[config.mk]
export PLATFORM = sky130hd
export DESIGN_NAME = ysyx_23060332_idu_pipe_flat
export DESIGN_NICKNAME = d
export VERILOG_FILES = /design/src/rtl/ysyx_23060332_idu_pipe_if.sv /design/src/rtl/ysyx_23060332_idu_pipe.sv /design/src/flat_wrapper.sv
export SDC_FILE = /design/constraint.sdc
export NUM_CORES = 1
export LEC_CHECK = 0
export CAP_MARGIN = 25
export CELL_PAD_IN_SITES_DETAIL_PLACEMENT = 0
export CELL_PAD_IN_SITES_GLOBAL_PLACEMENT = 1
export CORE_ASPECT_RATIO = 0.7
export CORE_UTILIZATION = 35
export CTS_CLUSTER_DIAMETER = 200
export CTS_CLUSTER_SIZE = 24
export DETAILED_ROUTE_END_ITERATION = 8
export PLACE_DENSITY_LB_ADDON = 0.05
export SYNTH_ARGS = -nofsm -noshare
export SYNTH_HDL_FRONTEND = slang
export SYNTH_SLANG_ARGS = --single-unit
[constraint.sdc]
create_clock -name clk -period 7.02 [get_ports clk]
set_input_delay 2.106 -clock clk [delete_from_list [all_inputs] [get_ports clk]]
set_output_delay 2.106 -clock clk [all_outputs]
set_load 0.01 [all_outputs]
[src/rtl/ysyx_23060332_idu_pipe_if.sv]
// IFU/regfile/EXU-facing bus of the decode stage.
// The slave modport is the decode stage itself; master is its environment.
interface ysyx_23060332_idu_pipe_if #(
  parameter int XLEN      = 32,
  parameter int RF_ADDR_W = 5
);
  logic                 in_valid;
  logic                 in_ready;
  logic [31:0]          inst_i;
  logic [XLEN-1:0]      pc_i;
  logic                 flush;
  logic [RF_ADDR_W-1:0] raddr1;
  logic [RF_ADDR_W-1:0] raddr2;
  logic [XLEN-1:0]      rdata1;
  logic [XLEN-1:0]      rdata2;
  logic                 out_valid;
  logic                 out_ready;
  logic [XLEN-1:0]      op1;
  logic [XLEN-1:0]      op2;
  logic [XLEN-1:0]      op1_jump;
  logic [XLEN-1:0]      op2_jump;
  logic [XLEN-1:0]      store_data;
  logic                 reg_wen;
  logic [RF_ADDR_W-1:0] waddr;
  logic [31:0]          inst_o;
  logic [XLEN-1:0]      pc_o;
  logic                 illegal;
  logic                 ebreak;

  modport slave (
    input  in_valid, inst_i, pc_i, flush, rdata1, rdata2, out_ready,
    output in_ready, raddr1, raddr2, out_valid, op1, op2, op1_jump, op2_jump,
           store_data, reg_wen, waddr, inst_o, pc_o, illegal, ebreak
  );

  modport master (
    output in_valid, inst_i, pc_i, flush, rdata1, rdata2, out_ready,
    input  in_ready, raddr1, raddr2, out_valid, op1, op2, op1_jump, op2_jump,
           store_data, reg_wen, waddr, inst_o, pc_o, illegal, ebreak
  );
endinterface

[src/rtl/ysyx_23060332_idu_pipe.sv]
// RV32I/RV32E decode stage: combinational decode + regfile read, one registered
// output slot with valid/ready on both sides, flush, illegal and EBREAK flags.
module ysyx_23060332_idu_pipe #(
  parameter int          XLEN      = 32,
  parameter int          RF_ADDR_W = 5,
  parameter logic [31:0] NOP_INST  = 32'h0000_0013
) (
  input logic                     clk,
  input logic                     rst,
  ysyx_23060332_idu_pipe_if.slave bus
);
  localparam logic [6:0] OPC_LOAD   = 7'b000_0011;
  localparam logic [6:0] OPC_MISC   = 7'b000_1111;
  localparam logic [6:0] OPC_OPIMM  = 7'b001_0011;
  localparam logic [6:0] OPC_AUIPC  = 7'b001_0111;
  localparam logic [6:0] OPC_STORE  = 7'b010_0011;
  localparam logic [6:0] OPC_OP     = 7'b011_0011;
  localparam logic [6:0] OPC_LUI    = 7'b011_0111;
  localparam logic [6:0] OPC_BRANCH = 7'b110_0011;
  localparam logic [6:0] OPC_JALR   = 7'b110_0111;
  localparam logic [6:0] OPC_JAL    = 7'b110_1111;
  localparam logic [6:0] OPC_SYSTEM = 7'b111_0011;

  typedef struct packed {
    logic [31:0]          inst;
    logic [XLEN-1:0]      pc;
    logic [XLEN-1:0]      op1;
    logic [XLEN-1:0]      op2;
    logic [XLEN-1:0]      op1_jump;
    logic [XLEN-1:0]      op2_jump;
    logic [XLEN-1:0]      store_data;
    logic                 reg_wen;
    logic [RF_ADDR_W-1:0] waddr;
    logic                 illegal;
    logic                 ebreak;
  } slot_t;

  function automatic logic [XLEN-1:0] sext(input logic [31:0] v);
    return XLEN'($signed(v));
  endfunction

  // Register index outside the implemented file (only possible for RV32E).
  function automatic logic idx_bad(input logic [4:0] idx);
    return {1'b0, idx} >= 6'(1 << RF_ADDR_W);
  endfunction

  logic [31:0]     inst;
  logic [6:0]      opcode;
  logic [2:0]      funct3;
  logic [6:0]      funct7;
  logic [4:0]      rs1;
  logic [4:0]      rs2;
  logic [4:0]      rd;
  logic [XLEN-1:0] imm_i;
  logic [XLEN-1:0] imm_s;
  logic [XLEN-1:0] imm_b;
  logic [XLEN-1:0] imm_u;
  logic [XLEN-1:0] imm_j;

  assign inst   = bus.inst_i;
  assign opcode = inst[6:0];
  assign rd     = inst[11:7];
  assign funct3 = inst[14:12];
  assign rs1    = inst[19:15];
  assign rs2    = inst[24:20];
  assign funct7 = inst[31:25];
  assign imm_i  = sext({{20{inst[31]}}, inst[31:20]});
  assign imm_s  = sext({{20{inst[31]}}, inst[31:25], inst[11:7]});
  assign imm_b  = sext({{19{inst[31]}}, inst[31], inst[7], inst[30:25], inst[11:8], 1'b0});
  assign imm_u  = sext({inst[31:12], 12'b0});
  assign imm_j  = sext({{11{inst[31]}}, inst[31], inst[19:12], inst[20], inst[30:21], 1'b0});

  slot_t dec;
  logic  use_rs1;
  logic  use_rs2;
  logic  use_rd;
  logic  legal;
  logic  bad_idx;

  always_comb begin
    dec      = '0;
    dec.inst = inst;
    dec.pc   = bus.pc_i;
    use_rs1  = 1'b0;
    use_rs2  = 1'b0;
    use_rd   = 1'b0;
    legal    = 1'b0;
    case (opcode)
      OPC_OPIMM: begin
        use_rs1 = 1'b1;
        use_rd  = 1'b1;
        dec.op1 = bus.rdata1;
        dec.op2 = imm_i;
        case (funct3)
          3'b001:  legal = (funct7 == 7'h00);
          3'b101:  legal = (funct7 == 7'h00) || (funct7 == 7'h20);
          default: legal = 1'b1;
        endcase
      end
      OPC_LOAD: begin
        use_rs1 = 1'b1;
        use_rd  = 1'b1;
        dec.op1 = bus.rdata1;
        dec.op2 = imm_i;
        legal   = (funct3 != 3'b011) && (funct3 != 3'b110) && (funct3 != 3'b111);
      end
      OPC_STORE: begin
        use_rs1        = 1'b1;
        use_rs2        = 1'b1;
        dec.op1        = bus.rdata1;
        dec.op2        = imm_s;
        dec.store_data = bus.rdata2;
        legal          = (funct3 == 3'b000) || (funct3 == 3'b001) || (funct3 == 3'b010);
      end
      OPC_OP: begin
        use_rs1 = 1'b1;
        use_rs2 = 1'b1;
        use_rd  = 1'b1;
        dec.op1 = bus.rdata1;
        dec.op2 = bus.rdata2;
        legal   = (funct7 == 7'h00) ||
                  ((funct7 == 7'h20) && ((funct3 == 3'b000) || (funct3 == 3'b101)));
      end
      OPC_BRANCH: begin
        use_rs1      = 1'b1;
        use_rs2      = 1'b1;
        dec.op1      = bus.rdata1;
        dec.op2      = bus.rdata2;
        dec.op1_jump = bus.pc_i;
        dec.op2_jump = imm_b;
        legal        = (funct3 != 3'b010) && (funct3 != 3'b011);
      end
      OPC_LUI: begin
        use_rd  = 1'b1;
        dec.op1 = imm_u;
        legal   = 1'b1;
      end
      OPC_AUIPC: begin
        use_rd  = 1'b1;
        dec.op1 = bus.pc_i;
        dec.op2 = imm_u;
        legal   = 1'b1;
      end
      OPC_JAL: begin
        use_rd       = 1'b1;
        dec.op1      = bus.pc_i;
        dec.op2      = XLEN'(4);
        dec.op1_jump = bus.pc_i;
        dec.op2_jump = imm_j;
        legal        = 1'b1;
      end
      OPC_JALR: begin
        use_rs1      = 1'b1;
        use_rd       = 1'b1;
        dec.op1      = bus.pc_i;
        dec.op2      = XLEN'(4);
        dec.op1_jump = bus.rdata1;
        dec.op2_jump = imm_i;
        legal        = (funct3 == 3'b000);
      end
      OPC_MISC:   legal = (funct3 == 3'b000);
      OPC_SYSTEM: begin
        // Only ECALL and EBREAK exist in the base ISA; CSR forms are rejected.
        dec.ebreak = (inst == 32'h0010_0073);
        legal      = (inst == 32'h0010_0073) || (inst == 32'h0000_0073);
      end
      default: legal = 1'b0;
    endcase

    dec.reg_wen = use_rd;
    dec.waddr   = use_rd ? rd[RF_ADDR_W-1:0] : '0;
    bad_idx     = (use_rs1 && idx_bad(rs1)) || (use_rs2 && idx_bad(rs2)) ||
                  (use_rd && idx_bad(rd));

    // The configured no-op always decodes as a clean write to x0 with zero operands.
    if (inst == NOP_INST) begin
      legal          = 1'b1;
      bad_idx        = 1'b0;
      dec.op1        = '0;
      dec.op2        = '0;
      dec.op1_jump   = '0;
      dec.op2_jump   = '0;
      dec.store_data = '0;
      dec.reg_wen    = 1'b1;
      dec.waddr      = '0;
      dec.ebreak     = 1'b0;
    end

    if (!legal || bad_idx) begin
      dec.op1        = '0;
      dec.op2        = '0;
      dec.op1_jump   = '0;
      dec.op2_jump   = '0;
      dec.store_data = '0;
      dec.reg_wen    = 1'b0;
      dec.waddr      = '0;
      dec.ebreak     = 1'b0;
      dec.illegal    = 1'b1;
    end
  end

  assign bus.raddr1 = use_rs1 ? rs1[RF_ADDR_W-1:0] : '0;
  assign bus.raddr2 = use_rs2 ? rs2[RF_ADDR_W-1:0] : '0;

  logic  out_valid_q;
  logic  out_valid_d;
  slot_t slot_q;
  slot_t slot_d;
  logic  in_ready;
  logic  accept;

  assign in_ready = !out_valid_q || bus.out_ready;
  assign accept   = bus.in_valid && in_ready && !bus.flush;

  always_comb begin
    out_valid_d = out_valid_q;
    slot_d      = slot_q;
    if (bus.flush) begin
      out_valid_d = 1'b0;
    end else if (accept) begin
      out_valid_d = 1'b1;
      slot_d      = dec;
    end else if (bus.out_ready) begin
      out_valid_d = 1'b0;
    end
  end

  always_ff @(posedge clk) begin
    if (rst) begin
      out_valid_q <= 1'b0;
      slot_q      <= '0;
    end else begin
      out_valid_q <= out_valid_d;
      slot_q      <= slot_d;
    end
  end

  assign bus.in_ready   = in_ready;
  assign bus.out_valid  = out_valid_q;
  assign bus.op1        = slot_q.op1;
  assign bus.op2        = slot_q.op2;
  assign bus.op1_jump   = slot_q.op1_jump;
  assign bus.op2_jump   = slot_q.op2_jump;
  assign bus.store_data = slot_q.store_data;
  assign bus.reg_wen    = slot_q.reg_wen;
  assign bus.waddr      = slot_q.waddr;
  assign bus.inst_o     = slot_q.inst;
  assign bus.pc_o       = slot_q.pc;
  assign bus.illegal    = slot_q.illegal;
  assign bus.ebreak     = slot_q.ebreak;
endmodule

[src/flat_wrapper.sv]
// flat-port wrapper written by rule: the top's interface ports become plain ports
module ysyx_23060332_idu_pipe_flat 
#(
  parameter int          XLEN      = 32,
  parameter int          RF_ADDR_W = 5,
  parameter logic [31:0] NOP_INST  = 32'h0000_0013
)
  (clk, rst, bus_in_valid, bus_inst_i, bus_pc_i, bus_flush, bus_rdata1, bus_rdata2, bus_out_ready, bus_in_ready, bus_raddr1, bus_raddr2, bus_out_valid, bus_op1, bus_op2, bus_op1_jump, bus_op2_jump, bus_store_data, bus_reg_wen, bus_waddr, bus_inst_o, bus_pc_o, bus_illegal, bus_ebreak);
  ysyx_23060332_idu_pipe_if #(.XLEN(XLEN), .RF_ADDR_W(RF_ADDR_W)) bus_i ();
  input logic clk;
  input logic rst;
  input wire logic [$bits(bus_i.in_valid)-1:0] bus_in_valid;
  input wire logic [$bits(bus_i.inst_i)-1:0] bus_inst_i;
  input wire logic [$bits(bus_i.pc_i)-1:0] bus_pc_i;
  input wire logic [$bits(bus_i.flush)-1:0] bus_flush;
  input wire logic [$bits(bus_i.rdata1)-1:0] bus_rdata1;
  input wire logic [$bits(bus_i.rdata2)-1:0] bus_rdata2;
  input wire logic [$bits(bus_i.out_ready)-1:0] bus_out_ready;
  output wire logic [$bits(bus_i.in_ready)-1:0] bus_in_ready;
  output wire logic [$bits(bus_i.raddr1)-1:0] bus_raddr1;
  output wire logic [$bits(bus_i.raddr2)-1:0] bus_raddr2;
  output wire logic [$bits(bus_i.out_valid)-1:0] bus_out_valid;
  output wire logic [$bits(bus_i.op1)-1:0] bus_op1;
  output wire logic [$bits(bus_i.op2)-1:0] bus_op2;
  output wire logic [$bits(bus_i.op1_jump)-1:0] bus_op1_jump;
  output wire logic [$bits(bus_i.op2_jump)-1:0] bus_op2_jump;
  output wire logic [$bits(bus_i.store_data)-1:0] bus_store_data;
  output wire logic [$bits(bus_i.reg_wen)-1:0] bus_reg_wen;
  output wire logic [$bits(bus_i.waddr)-1:0] bus_waddr;
  output wire logic [$bits(bus_i.inst_o)-1:0] bus_inst_o;
  output wire logic [$bits(bus_i.pc_o)-1:0] bus_pc_o;
  output wire logic [$bits(bus_i.illegal)-1:0] bus_illegal;
  output wire logic [$bits(bus_i.ebreak)-1:0] bus_ebreak;
  assign bus_i.in_valid = bus_in_valid;
  assign bus_i.inst_i = bus_inst_i;
  assign bus_i.pc_i = bus_pc_i;
  assign bus_i.flush = bus_flush;
  assign bus_i.rdata1 = bus_rdata1;
  assign bus_i.rdata2 = bus_rdata2;
  assign bus_i.out_ready = bus_out_ready;
  assign bus_in_ready = bus_i.in_ready;
  assign bus_raddr1 = bus_i.raddr1;
  assign bus_raddr2 = bus_i.raddr2;
  assign bus_out_valid = bus_i.out_valid;
  assign bus_op1 = bus_i.op1;
  assign bus_op2 = bus_i.op2;
  assign bus_op1_jump = bus_i.op1_jump;
  assign bus_op2_jump = bus_i.op2_jump;
  assign bus_store_data = bus_i.store_data;
  assign bus_reg_wen = bus_i.reg_wen;
  assign bus_waddr = bus_i.waddr;
  assign bus_inst_o = bus_i.inst_o;
  assign bus_pc_o = bus_i.pc_o;
  assign bus_illegal = bus_i.illegal;
  assign bus_ebreak = bus_i.ebreak;
  ysyx_23060332_idu_pipe #(.XLEN(XLEN), .RF_ADDR_W(RF_ADDR_W), .NOP_INST(NOP_INST)) u_core (.clk(clk), .rst(rst), .bus(bus_i));
endmodule
==> impl_metrics.env, run 1 <==
export IMPL_ir_drop_mv=0.129
export IMPL_leakage_nw=4.71
export IMPL_cts_max_level=1
export IMPL_power_total_mw=2.44
export IMPL_cts_hold_buffers=0
export IMPL_synth_edff_count=0
export IMPL_grt_max_degree=97
export IMPL_multiInputGateArea_mm2=0.00494
export IMPL_critPathKind="input port to primary output"
export IMPL_wl_per_cell_um=24.6
export IMPL_ys_ff_latch=222
export IMPL_yosys_most_used_dff="dfxtp_1"
export IMPL_seq_area_mm2=0.00444
export IMPL_netlist_area_mm2=0.00996
export IMPL_grt_usage=0.292
export IMPL_finalCriticalPeriod_ns=6.54
export IMPL_vias=10400
export IMPL_initial_utilization=0.357
export IMPL_r2r_end="u_core.bus.op2[26]$_SDFFE_PP0P_"
export IMPL_route_detailed_drc=0
export IMPL_synthesis_instances=1139
export IMPL_final_hold_violation_count=0
export IMPL_final_common_cell="clkdlybuf4s50_1"
export IMPL_cp_startpoint="bus_inst_i[0]"
export IMPL_gr_total_overflow=0
export IMPL_setup_ws_ns=0.476
export IMPL_grt_pass1_vias=9724
export IMPL_clkPwrFrac=0.325
export IMPL_cts_buffers=13
export IMPL_synth_top_family_by_area="compound AO/OA/AOI/OAI gates"
export IMPL_synth_fa_ha_area_frac=0
export IMPL_dpl_cell_count=1791
export IMPL_regToRegSetupSlack_ns=4.54
export IMPL_avgSynthCellArea_um2=8.75
export IMPL_syn_nets=1272
export IMPL_max_freq_mhz=153
export IMPL_final_util=0.515
export IMPL_fp_dieW_um=204
export IMPL_drtIter0Drc=1005
export IMPL_fin_tns_setup_ns=0
export IMPL_tritoncts="done"
export IMPL_p_int_mw=1.76
export IMPL_setup_violations_final=0
export IMPL_die_h_um=143
export IMPL_gp_congestion=0.841
export IMPL_ctsLongestPathBuffers=3
export IMPL_min_path_type="flop to flop"
export IMPL_firstDrtPassIters=6
export IMPL_clock_sinks=222
export IMPL_cap_violations=0
export IMPL_hold_path_end="u_core.bus.op2[1]$_SDFFE_PP0P_"
export IMPL_async_flop_share=0
export IMPL_synth_xor_area_frac=0.00176
export IMPL_final_cells=1808
export IMPL_synth_warnings=0
export IMPL_combPwrFrac=0.148
export IMPL_holdPathStages=2
export IMPL_worstPathArrival_ns=4.44
export IMPL_placed_area_mm2=0.0140
export IMPL_clock_root_buffer="clkbuf_16"
export IMPL_status="finished, final reports clean"
export IMPL_ys_seq_area_frac=0.446
export IMPL_pin_count=377
export IMPL_cts_setup_buffers=0
export IMPL_fin_crit_sh=0.932
export IMPL_rows=51
export IMPL_grt_pass1_wl_um=64200
export IMPL_worst_pin_slew_ns=0.959
export IMPL_antenna_found_initial=1
export IMPL_viasPerCell=5.74
export IMPL_ys_types=54
export IMPL_synthMuxAreaShare=0
export IMPL_cp_start_kind="input port"
export IMPL_r2r_start="u_core.bus.out_valid$_SDFFE_PP0P_"
export IMPL_die_area_mm2=0.0291
export IMPL_clk_insertion_delay_late_ns=0.48
export IMPL_nets=1569
export IMPL_p_seq_frac=0.527
export IMPL_design_area_mm2=0.0143
export IMPL_timing_hold_ws_ns=0.457
export IMPL_sw_frac_of_total=0.277
export IMPL_rr_worst_depth=7
export IMPL_cellPowerDensity_mw_per_mm2=170
export IMPL_min_delay_start="u_core.bus.op2[1]$_SDFFE_PP0P_"
export IMPL_pre_cts_ws_ns=0.557
export IMPL_crit_path_max_fanout=5
export IMPL_synth_simple_area_share=0.204
export IMPL_slew_headroom=0.360
export IMPL_report_final_slew_viol_count=0
export IMPL_ant_nets=0
export IMPL_drive_gt1_frac=0.0780
export IMPL_end_kind="primary output"
export IMPL_fillers=2656
export IMPL_synth_compound_area_frac=0.283
export IMPL_postCtsResizedCells=0
export IMPL_critPathRequiredTime_ns=4.91
export IMPL_core_mm2=0.0279
export IMPL_io_buffers=376
export IMPL_p_sw_uw=676
export IMPL_clk_pin_slew_ns=0.07
export IMPL_syn2layout_area_growth_pct=44.1
export IMPL_skew_ns=0.0232
export IMPL_final_cell_mix="clkdlybuf4s50_1 (375), nand2_1 (288), dfxtp_1 (222), a21oi_1 (72), o41ai_1 (65)"
export IMPL_rsz0062_at_grt="no"
export IMPL_post_dp_hpwl_um=29800
export IMPL_wirelength_um=44500
[how the worst max path moves through the flow]
stage | end | cells after the start
after floorplan | bus_raddr2[0] | 8
after global placement | bus_raddr2[1] | 7
after detailed placement | bus_raddr2[4] | 7
after CTS | bus_raddr2[4] | 7
after global routing | bus_raddr2[2] | 7
final | bus_raddr2[2] | 7
[registers in the layout, indices dropped and copies added (netlist names), 5 cells and up]
name,count
u_core.bus.store_data,32
u_core.bus.op1,32
u_core.bus.pc_o,32
u_core.bus.op1_jump,32
u_core.bus.op2_jump,21
u_core.bus.inst_o,32
u_core.bus.waddr,5
u_core.bus.op2,32
[cell families (layout without fill, tap and decap cells)]
logic type      count (synthesis)  count (layout)
simple gates                  422             422
compound gates                351             351
other cells                     0               2
buf+inv                       142             438
xor+xnor                        2               2
flops                         222             222
[synthesized netlist by cell type (all sizes together) (2+ instances only)]
library cell  count  area [µm²]
clkbuf           93         349
nand3b            3        22.5
dfxtp           222        4440
nand4             9        56.3
nor4             10        90.1
nand4b           42         368
nor2             19        71.3
nand3             7        35.0
buf              46         289
a21oi            73         365
o41ai           101        1150
a22o              2        17.5
o21ai            54         270
o31ai             4        35.0
inv               3        11.3
and2              4        25.0
nor3              8        50.1
xor2              2        17.5
a22oi            56         420
nor2b            13        81.3
nand2b            3        18.8
a21o              9        67.6
a221oi           19         166
nand2           289        1090
nor3b             7        57.6
a222oi           23         230
[power groups by stage]
| stage | combinational (mW) | clock, mW | sequential [mW] |
|---|---|---|---|
| 2_1_floorplan | 0.131 | 0 | 1.32 |
| 3_3_place_gp | 0.355 | 0 | 1.31 |
| 3_5_place_dp | 0.353 | 0 | 1.32 |
| 4_1_cts | 0.355 | 0.814 | 1.29 |
| 5_1_grt | 0.378 | 0.854 | 1.29 |
| 6_report | 0.360 | 0.794 | 1.29 |
[routing by layer]
| metal | global-route usage | vias to the layer above | wire (µm) |
|---|---|---|---|
| met3 | 0.0924 | 41 | 4480 |
| met2 | 0.439 | 470 | 19300 |
| met4 | 0.0594 | 0 | 800 |
| met5 | 0 | - | 0 |
| met1 | 0.405 | 5060 | 19900 |
| li1 | - | 4804 | - |
[worst max-delay path: stages]
cell and delay [ns]:
clkdlybuf4s50_1 0.56, nor4bb_1 0.57, and3_1 0.27, nor2_1 0.06, buf_4 0.18, nor2b_1 0.14
clkdlybuf4s50_1 0.55
[layout make-up]
| class | instances | share of cell area |
|---|---|---|
| Multi-Input combinational cell | 775 | 0.344 |
| Antenna cell | 2 | 0.000349 |
| Inverter | 3 | 0.000785 |
| Sequential cell | 222 | 0.310 |
| Clock buffer | 13 | 0.0227 |
| Tap cell | 371 | 0.0324 |
| Clock inverter | 1 | 0.00140 |
| Timing Repair Buffer | 421 | 0.289 |
No activity file was read; power rests on OpenSTA's default activity.
==> inputs of run 2 (changes only) <==
--- a/config.mk
+++ b/config.mk
@@ -10,8 +10,7 @@
 export CELL_PAD_IN_SITES_GLOBAL_PLACEMENT = 1
 export CORE_ASPECT_RATIO = 0.7
 export CORE_UTILIZATION = 35
-export CTS_CLUSTER_DIAMETER = 200
-export CTS_CLUSTER_SIZE = 24
+export CTS_CLUSTER_DIAMETER = 80
 export DETAILED_ROUTE_END_ITERATION = 8
 export PLACE_DENSITY_LB_ADDON = 0.05
 export SYNTH_ARGS = -nofsm -noshare
==> run 2 against run 1 <==
  * Worst hold slack lost 0.0067 ns
  * Critical path depth is the same
  * Sequential power is essentially flat
  * Largest power group is now clock
  * Highest routed layer unchanged
==> impl_metrics.env, run 2 (synthesized netlist as in run 1, its figures left out) <==
export IMPL_fin_tns_setup_ns=0
export IMPL_io_buffers=376
export IMPL_final_common_cell="clkdlybuf4s50_1"
export IMPL_critPathKind="input port to primary output"
export IMPL_min_path_type="flop to flop"
export IMPL_skew_ns=0.00619
export IMPL_design_area_mm2=0.0148
export IMPL_gr_total_overflow=0
export IMPL_die_h_um=143
export IMPL_wirelength_um=45000
export IMPL_slew_headroom=0.364
export IMPL_core_mm2=0.0279
export IMPL_nets=1580
export IMPL_cts_buffers=24
export IMPL_worstPathArrival_ns=4.46
export IMPL_wl_per_cell_um=24.5
export IMPL_grt_pass1_wl_um=64700
export IMPL_die_area_mm2=0.0291
export IMPL_rsz0062_at_grt="no"
export IMPL_report_final_slew_viol_count=0
export IMPL_clk_insertion_delay_late_ns=0.52
export IMPL_cap_violations=0
export IMPL_final_cells=1837
export IMPL_antenna_found_initial=1
export IMPL_final_cell_mix="clkdlybuf4s50_1 (375), nand2_1 (288), dfxtp_1 (222), a21oi_1 (72), o41ai_1 (65)"
export IMPL_vias=10500
export IMPL_holdPathStages=2
export IMPL_grt_max_degree=97
export IMPL_status="finished, final reports clean"
export IMPL_fin_crit_sh=0.936
export IMPL_cts_hold_buffers=0
export IMPL_clock_root_buffer="clkbuf_16"
export IMPL_postCtsResizedCells=0
export IMPL_dpl_cell_count=1791
export IMPL_clk_pin_slew_ns=0.06
export IMPL_tritoncts="done"
export IMPL_ctsLongestPathBuffers=3
export IMPL_cts_max_level=1
export IMPL_pin_count=377
export IMPL_syn2layout_area_growth_pct=48.9
export IMPL_gp_congestion=0.841
export IMPL_cellPowerDensity_mw_per_mm2=202
export IMPL_post_dp_hpwl_um=29800
export IMPL_worst_pin_slew_ns=0.954
export IMPL_crit_path_max_fanout=5
export IMPL_grt_usage=0.295
export IMPL_ant_nets=0
export IMPL_power_total_mw=2.99
export IMPL_fillers=2609
export IMPL_initial_utilization=0.357
export IMPL_cp_start_kind="input port"
export IMPL_critPathRequiredTime_ns=4.91
export IMPL_fp_dieW_um=204
export IMPL_drive_gt1_frac=0.0929
export IMPL_grt_pass1_vias=9914
export IMPL_timing_hold_ws_ns=0.450
export IMPL_ir_drop_mv=0.157
export IMPL_viasPerCell=5.71
export IMPL_leakage_nw=4.95
export IMPL_end_kind="primary output"
export IMPL_clock_sinks=222
export IMPL_cts_setup_buffers=0
export IMPL_route_detailed_drc=0
export IMPL_rr_worst_depth=7
export IMPL_finalCriticalPeriod_ns=6.57
export IMPL_final_hold_violation_count=0
export IMPL_placed_area_mm2=0.0140
export IMPL_drtIter0Drc=926
export IMPL_max_freq_mhz=152
export IMPL_rows=51
export IMPL_firstDrtPassIters=6
export IMPL_setup_violations_final=0
-- run 2: worst max-delay path, cell delays in order --
cell and delay, ns:
clkdlybuf4s50_1 0.57, nor4bb_1 0.59, and3_1 0.28, nor2_1 0.05, buf_4 0.18, nor2b_1 0.13, clkdlybuf4s50_1 0.55
-- run 2: area by class of cell --
cell class	count	area, µm²	share of cell area
flip-flops and latches	222	4440	0.300
multi-input cells	775	4940	0.333
clock inverters	5	77.6	0.00523
diodes	2	5.00	0.000337
inverters	3	11.3	0.000759
clock buffers	38	754	0.0509
well taps	371	464	0.0313
repair buffers	421	4140	0.279
-- run 2: through the flow --
stage | util | setup WS, ns
finish | 0.532 | 0.450
global route | 0.532 | 0.320
CTS | 0.531 | 0.538
detailed placement | 0.501 | 0.557
global placement | 0.501 | 0.648
floorplan | - | 1.33
-- run 2: final timing paths --
| kind | end | from | slack, ns |
|---|---|---|---|
| min | u_core.bus.store_data[28]$_SDFFE_PP0P_ | u_core.bus.store_data[28]$_SDFFE_PP0P_ | 0.45 |
| max | bus_raddr2[2] | bus_inst_i[0] | 0.45 |
| min reg2reg | u_core.bus.store_data[28]$_SDFFE_PP0P_ | u_core.bus.store_data[28]$_SDFFE_PP0P_ | 0.45 |
| max reg2reg | u_core.bus.op2[25]$_SDFFE_PP0P_ | u_core.bus.out_valid$_SDFFE_PP0P_ | 4.56 |
-- run 2: power by group --
group | total [mW] | switching (mW) | leakage, nW | internal, mW
combinational | 0.361 | 0.217 | 2.75 | 0.144
clock | 1.34 | 0.536 | 0.408 | 0.807
sequential | 1.29 | 0.00927 | 1.80 | 1.28
-- run 2: per-layer routing --
metal	global-route usage	wire, µm	up-vias
met4	0.0843	1180	0
met5	0	0	-
met3	0.101	4980	69
met1	0.403	19700	5091
met2	0.435	19100	496
li1	-	-	4841
